`src/rtl/inst_queue_pkg.sv`:
```
// rtl/inst_queue_pkg.sv - shared types for the instruction queue and launch stage
package inst_queue_pkg;

  localparam int XLEN = 32;

  typedef struct packed {
    logic [XLEN-1:0] pc;
    logic [XLEN-1:0] npc;
    logic [XLEN-1:0] inst;
  } iq_entry_t;

  // pop_cnt of 3 means 2; never retire more than the occupancy flags allow
  function automatic logic [1:0] deq_count(input logic [1:0] pop_cnt,
                                           input logic       has1,
                                           input logic       has2);
    logic [1:0] req;
    req = (pop_cnt == 2'd3) ? 2'd2 : pop_cnt;
    if (!has1) begin
      deq_count = 2'd0;
    end else if (!has2 && req == 2'd2) begin
      deq_count = 2'd1;
    end else begin
      deq_count = req;
    end
  endfunction

endpackage

```
`src/rtl/inst_queue_ram.sv`:
```
// rtl/inst_queue_ram.sv - DEPTH-entry register array, two write ports, two async read ports
module inst_queue_ram
  import inst_queue_pkg::*;
#(
  parameter int DEPTH = 8,
  localparam int AW = $clog2(DEPTH)
) (
  input  logic          clk,
  input  logic          rst,
  input  logic          we1,
  input  logic [AW-1:0] waddr1,
  input  iq_entry_t     wdata1,
  input  logic          we2,
  input  logic [AW-1:0] waddr2,
  input  iq_entry_t     wdata2,
  input  logic [AW-1:0] raddr1,
  output iq_entry_t     rdata1,
  input  logic [AW-1:0] raddr2,
  output iq_entry_t     rdata2
);

  iq_entry_t mem_q [DEPTH];
  iq_entry_t mem_d [DEPTH];

  // the two write addresses are always distinct (tail and tail+1)
  always_comb begin
    mem_d = mem_q;
    if (we1) mem_d[waddr1] = wdata1;
    if (we2) mem_d[waddr2] = wdata2;
  end

  always_ff @(posedge clk or negedge rst) begin
    if (!rst) begin
      mem_q <= '{default: '0};
    end else begin
      mem_q <= mem_d;
    end
  end

  assign rdata1 = mem_q[raddr1];
  assign rdata2 = mem_q[raddr2];

endmodule

```
`src/rtl/inst_queue.sv`:
```
// rtl/inst_queue.sv - dual-issue instruction queue between fetch and launch
// Optional occupancy statistics counters are built with INST_QUEUE_STAT_EN.
module inst_queue
  import inst_queue_pkg::*;
#(
  parameter int DEPTH = 8
) (
  input  logic            clk,
  input  logic            rst,
  input  logic            flush,
  input  logic            in_valid1,
  input  logic            in_valid2,
  input  logic [XLEN-1:0] in_pc1,
  input  logic [XLEN-1:0] in_npc1,
  input  logic [XLEN-1:0] in_inst1,
  input  logic [XLEN-1:0] in_pc2,
  input  logic [XLEN-1:0] in_npc2,
  input  logic [XLEN-1:0] in_inst2,
  output logic            in_ready,
  input  logic [1:0]      pop_cnt,
  output logic            out_valid1,
  output logic            out_valid2,
  output logic [XLEN-1:0] out_pc1,
  output logic [XLEN-1:0] out_npc1,
  output logic [XLEN-1:0] out_inst1,
  output logic [XLEN-1:0] out_pc2,
  output logic [XLEN-1:0] out_npc2,
  output logic [XLEN-1:0] out_inst2
`ifdef INST_QUEUE_STAT_EN
  ,
  output logic [31:0]     stat_full_cycles,
  output logic [31:0]     stat_empty_cycles
`endif
);

  localparam int AW = $clog2(DEPTH);
  localparam int CW = AW + 1;
  localparam logic [CW-1:0] READY_MAX = CW'(DEPTH - 2);

  logic [AW-1:0] head_q, head_d;
  logic [AW-1:0] tail_q, tail_d;
  logic [CW-1:0] count_q, count_d;

  logic [1:0]    enq_n;
  logic [1:0]    deq_n;
  logic          we1, we2;
  iq_entry_t     slot1, slot2, wdata1;
  iq_entry_t     rdata1, rdata2;

  assign in_ready   = (count_q <= READY_MAX);
  assign out_valid1 = (count_q >= CW'(1));
  assign out_valid2 = (count_q >= CW'(2));

  assign slot1 = '{pc: in_pc1, npc: in_npc1, inst: in_inst1};
  assign slot2 = '{pc: in_pc2, npc: in_npc2, inst: in_inst2};

  // valid slots are compacted: a lone slot 2 lands at tail
  always_comb begin
    enq_n  = in_ready ? ({1'b0, in_valid1} + {1'b0, in_valid2}) : 2'd0;
    deq_n  = deq_count(pop_cnt, out_valid1, out_valid2);
    we1    = !flush && in_ready && (in_valid1 || in_valid2);
    we2    = !flush && in_ready && in_valid1 && in_valid2;
    wdata1 = in_valid1 ? slot1 : slot2;
  end

  always_comb begin
    head_d  = head_q;
    tail_d  = tail_q;
    count_d = count_q;
    if (flush) begin
      head_d  = '0;
      tail_d  = '0;
      count_d = '0;
    end else begin
      head_d  = head_q + AW'(deq_n);
      tail_d  = tail_q + AW'(enq_n);
      count_d = count_q + CW'(enq_n) - CW'(deq_n);
    end
  end

  always_ff @(posedge clk or negedge rst) begin
    if (!rst) begin
      head_q  <= '0;
      tail_q  <= '0;
      count_q <= '0;
    end else begin
      head_q  <= head_d;
      tail_q  <= tail_d;
      count_q <= count_d;
    end
  end

  inst_queue_ram #(.DEPTH(DEPTH)) u_ram (
    .clk    (clk),
    .rst    (rst),
    .we1    (we1),
    .waddr1 (tail_q),
    .wdata1 (wdata1),
    .we2    (we2),
    .waddr2 (tail_q + AW'(1)),
    .wdata2 (slot2),
    .raddr1 (head_q),
    .rdata1 (rdata1),
    .raddr2 (head_q + AW'(1)),
    .rdata2 (rdata2)
  );

  assign out_pc1   = rdata1.pc;
  assign out_npc1  = rdata1.npc;
  assign out_inst1 = rdata1.inst;
  assign out_pc2   = rdata2.pc;
  assign out_npc2  = rdata2.npc;
  assign out_inst2 = rdata2.inst;

`ifdef INST_QUEUE_STAT_EN
  logic [31:0] stat_full_q, stat_full_d;
  logic [31:0] stat_empty_q, stat_empty_d;

  // flush does not touch the statistics; they wrap naturally
  always_comb begin
    stat_full_d  = stat_full_q + {31'd0, ~in_ready};
    stat_empty_d = stat_empty_q + {31'd0, (count_q == '0)};
  end

  always_ff @(posedge clk or negedge rst) begin
    if (!rst) begin
      stat_full_q  <= '0;
      stat_empty_q <= '0;
    end else begin
      stat_full_q  <= stat_full_d;
      stat_empty_q <= stat_empty_d;
    end
  end

  assign stat_full_cycles  = stat_full_q;
  assign stat_empty_cycles = stat_empty_q;
`endif

endmodule

```
`config.mk`:
```
export PLATFORM = sky130hd
export DESIGN_NAME = inst_queue
export DESIGN_NICKNAME = d
export VERILOG_FILES = /design/src/rtl/inst_queue_pkg.sv /design/src/rtl/inst_queue_ram.sv /design/src/rtl/inst_queue.sv
export SDC_FILE = /design/constraint.sdc
export NUM_CORES = 2
export LEC_CHECK = 0
export ABC_AREA = 1
export BUFFER_PORTS_ARGS = -buffer_cell sky130_fd_sc_hd__buf_2
export CAP_MARGIN = 10
export CORE_UTILIZATION = 50
export CTS_BUF_LIST = sky130_fd_sc_hd__clkbuf_16
export DETAILED_ROUTE_END_ITERATION = 16
export PLACE_DENSITY = 0.67
export SYNTH_ARGS = -nofsm -noshare
export SYNTH_HDL_FRONTEND = slang
export SYNTH_HIERARCHICAL = 1
export SYNTH_SLANG_ARGS = --single-unit
```
`constraint.sdc`:
```
create_clock -name clk -period 3.75 [get_ports clk]
set_input_delay 0.375 -clock clk [delete_from_list [all_inputs] [get_ports clk]]
set_output_delay 0.375 -clock clk [all_outputs]
set_load 0.05 [all_outputs]
```
==> impl_metrics.env <==
export IMPL_outcome="completed"
export IMPL_postSynth_asyncResetShare=1.00
export IMPL_dp_hpwl_um=129000
export IMPL_syn_area_sq_mm=0.0574
export IMPL_syn_nets=10187
export IMPL_cts_clk_slew_worst_paths_ps=60
export IMPL_clock_sinks=778
export IMPL_tightestPinTransition_ps=1300
export IMPL_relSlewSlack=0.134
export IMPL_fin_crit_sh=0.986
export IMPL_routed_wl_um=249000
export IMPL_htree_levels=3
export IMPL_fill_cells=11434
export IMPL_wl_per_cell_um=21.8
export IMPL_start_util=0.507
export IMPL_route_met2_wl_um=109000
export IMPL_maxCapViolCount=0
export IMPL_antenna_found_initial=1
export IMPL_final_min_clock_period_ps=3700
export IMPL_rsz0062_at_grt="false"
export IMPL_worstSetupPathType="reg -> out"
export IMPL_ant_nets=0
export IMPL_ys_warn_count=6
export IMPL_setup_viol=0
export IMPL_dr_wl_met3_um=31900
export IMPL_worst_setup_path_start_kind="flop"
export IMPL_yosys_cell_types_count=25
export IMPL_drive_above_1_share=0.0710
export IMPL_grt_overflow=0
export IMPL_hold_slack_ps=26.1
export IMPL_diodes=0
export IMPL_grt_pass1_wl_um=376000
export IMPL_drtIter0Drc=8539
export IMPL_mostFrequentLayoutCells="nand2_1 (5196), nand3_1 (2210), inv_1 (912), dfrtp_1 (775), buf_2 (391)"
export IMPL_pin_count=394
export IMPL_hold_viol=0
export IMPL_die_area_sq_mm=0.116
export IMPL_final_common_cell="nand2_1"
export IMPL_die_w_um=341
export IMPL_grtUsageTotal=0.416
export IMPL_route_detailed_drc=0
export IMPL_report_final_slew_viol_count=0
export IMPL_layout_core_utilization=0.558
export IMPL_dr_pass1_iters=8
export IMPL_gp_congestion=0.873
export IMPL_synthCells=9972
export IMPL_viasPerCell=5.84
export IMPL_synth_seq_cells=778
export IMPL_port_buffers=393
export IMPL_core_sq_mm=0.113
export IMPL_grt_max_degree=195
export IMPL_synth_edf_count=0
export IMPL_regArea_sq_mm=0.0195
export IMPL_cts_tree="yes"
export IMPL_seq_area_frac_synth=0.339
export IMPL_syn_avg_cell_area_sq_um=5.75
export IMPL_layout_nets=10047
export IMPL_cp_arrival_ps=3320
export IMPL_min_path_type="in -> reg"
export IMPL_skew_ps=22.3
export IMPL_die_y_um=341
export IMPL_rows=123
export IMPL_root_buffer="clkbuf_16"
export IMPL_pre_cts_ws_ps=534
export IMPL_irDropWorstVdd_mv=0.981
export IMPL_setup_tns_ps=0
export IMPL_fin_ws_ps=53.5
export IMPL_num_vias=66646
export IMPL_area_growth_pct=10.1
export IMPL_cp_max_fo=59
export IMPL_top_layer="met5"
export IMPL_clockBufferDepth=3
export IMPL_required_ps=3380
export IMPL_clk_latency_ps=690
export IMPL_fmax_mhz=271
export IMPL_power_density_mw_per_mm2=1060
export IMPL_met1_length_um=93400
export IMPL_p_leak_nw=34.7
export IMPL_synth_ff_type="dfrtp_1"
export IMPL_multi_input_area_sq_mm=0.0312
export IMPL_first_global_vias=62134
export IMPL_cts_made_buffers=95
export IMPL_worst_setup_path_end_kind="primary output"
state kept, by name, indices dropped and copies added, names as in the netlist:
signal	cells
count_q	4
head_q	3
tail_q	3
u_ram/mem_q	768
worst max-delay path: stages (launching register included):
cell and delay, ps:
dfrtp_4 550, buf_4 670, buf_6 580, nand2_1 120, nand3_1 110, nand2_1 70
nand2_1 70, nand2_1 170, buf_2 260
final timing paths:
path	from	to	slack, ps	cells after the start
worst max-delay path	head_q[0]$_DFF_PN0_	out_npc1[29]	50	8
worst min-delay path	in_inst2[9]	u_ram/mem_q[393]$_DFF_PN0_	30	3
worst max register to register	count_q[3]$_DFF_PN0_	u_ram/mem_q[460]$_DFF_PN0_	280	14
worst min register to register	u_ram/mem_q[359]$_DFF_PN0_	u_ram/mem_q[359]$_DFF_PN0_	570	4
max in group asynchronous	rst	u_ram/mem_q[267]$_DFF_PN0_	2240	4
min in group asynchronous	rst	u_ram/mem_q[281]$_DFF_PN0_	310	2
where the power goes:
part	total (mW)	switching, mW	internal [mW]
clock network	8.92	3.93	4.99
registers	13.0	1.01	12.0
logic	45.0	34.1	10.9
metrics by stage:
step / instance area [sq um] / power (mW) / instances
2_1_floorplan: 57400 / 44.5 / 9972
3_3_place_gp: 59800 / 56.3 / 11192
4_1_cts: 63200 / 65.9 / 11404
3_5_place_dp: 59800 / 56.9 / 11192
6_report: 63200 / 66.9 / 11404
5_1_grt: 63200 / 70.8 / 11404
metal layers:
layer | track usage | vias to the layer above
li1 | - | 30313
met1 | 0.537 | 30483
met2 | 0.651 | 4883
met3 | 0.0908 | 965
met4 | 0.226 | 2
met5 | 0 | -
what timing repair did:
action | in CTS | in global routing
gates resized for setup | 3 | 4
pin swaps | 0 | 0
hold endpoints to repair | 290 | 0
buffers inserted | 0 | 0
hold buffers | 43 | 0
setup endpoints to repair | 12 | 3
cell usage after synthesis, types with 5 or more instances:
cell type / count / area, sq um
clkbuf_1: 400 / 1500
buf_6: 5 / 56.3
buf_4: 6 / 45.0
nand2_1: 5209 / 19600
buf_2: 252 / 1260
inv_1: 893 / 3350
buf_1: 148 / 556
nand3_1: 2210 / 11100
ha_1: 12 / 150
inv_2: 14 / 52.6
nor2_1: 16 / 60.1
dfrtp_1: 778 / 19500
nor2_2: 5 / 31.3
layout make-up:
class,instances,share of cell area
inverters,912,0.0559
well taps,1500,0.0297
clock inverters,70,0.00642
flip-flops and latches,778,0.308
clock buffers,99,0.0392
repair buffers,574,0.0661
multi-input cells,7471,0.494
kinds of logic after synthesis:
kind of cell / after synthesis / synth area share
and+or+nand+nor: 7446 / 0.536
buffers and inverters: 1723 / 0.119
DFF: 778 / 0.339
adders and majority gates: 16 / 0.00401
xor gates and xnor gates: 5 / 0.000763
AOI/OAI and AO/OA: 4 / 0.000458
(Power assumes the default switching activity.)
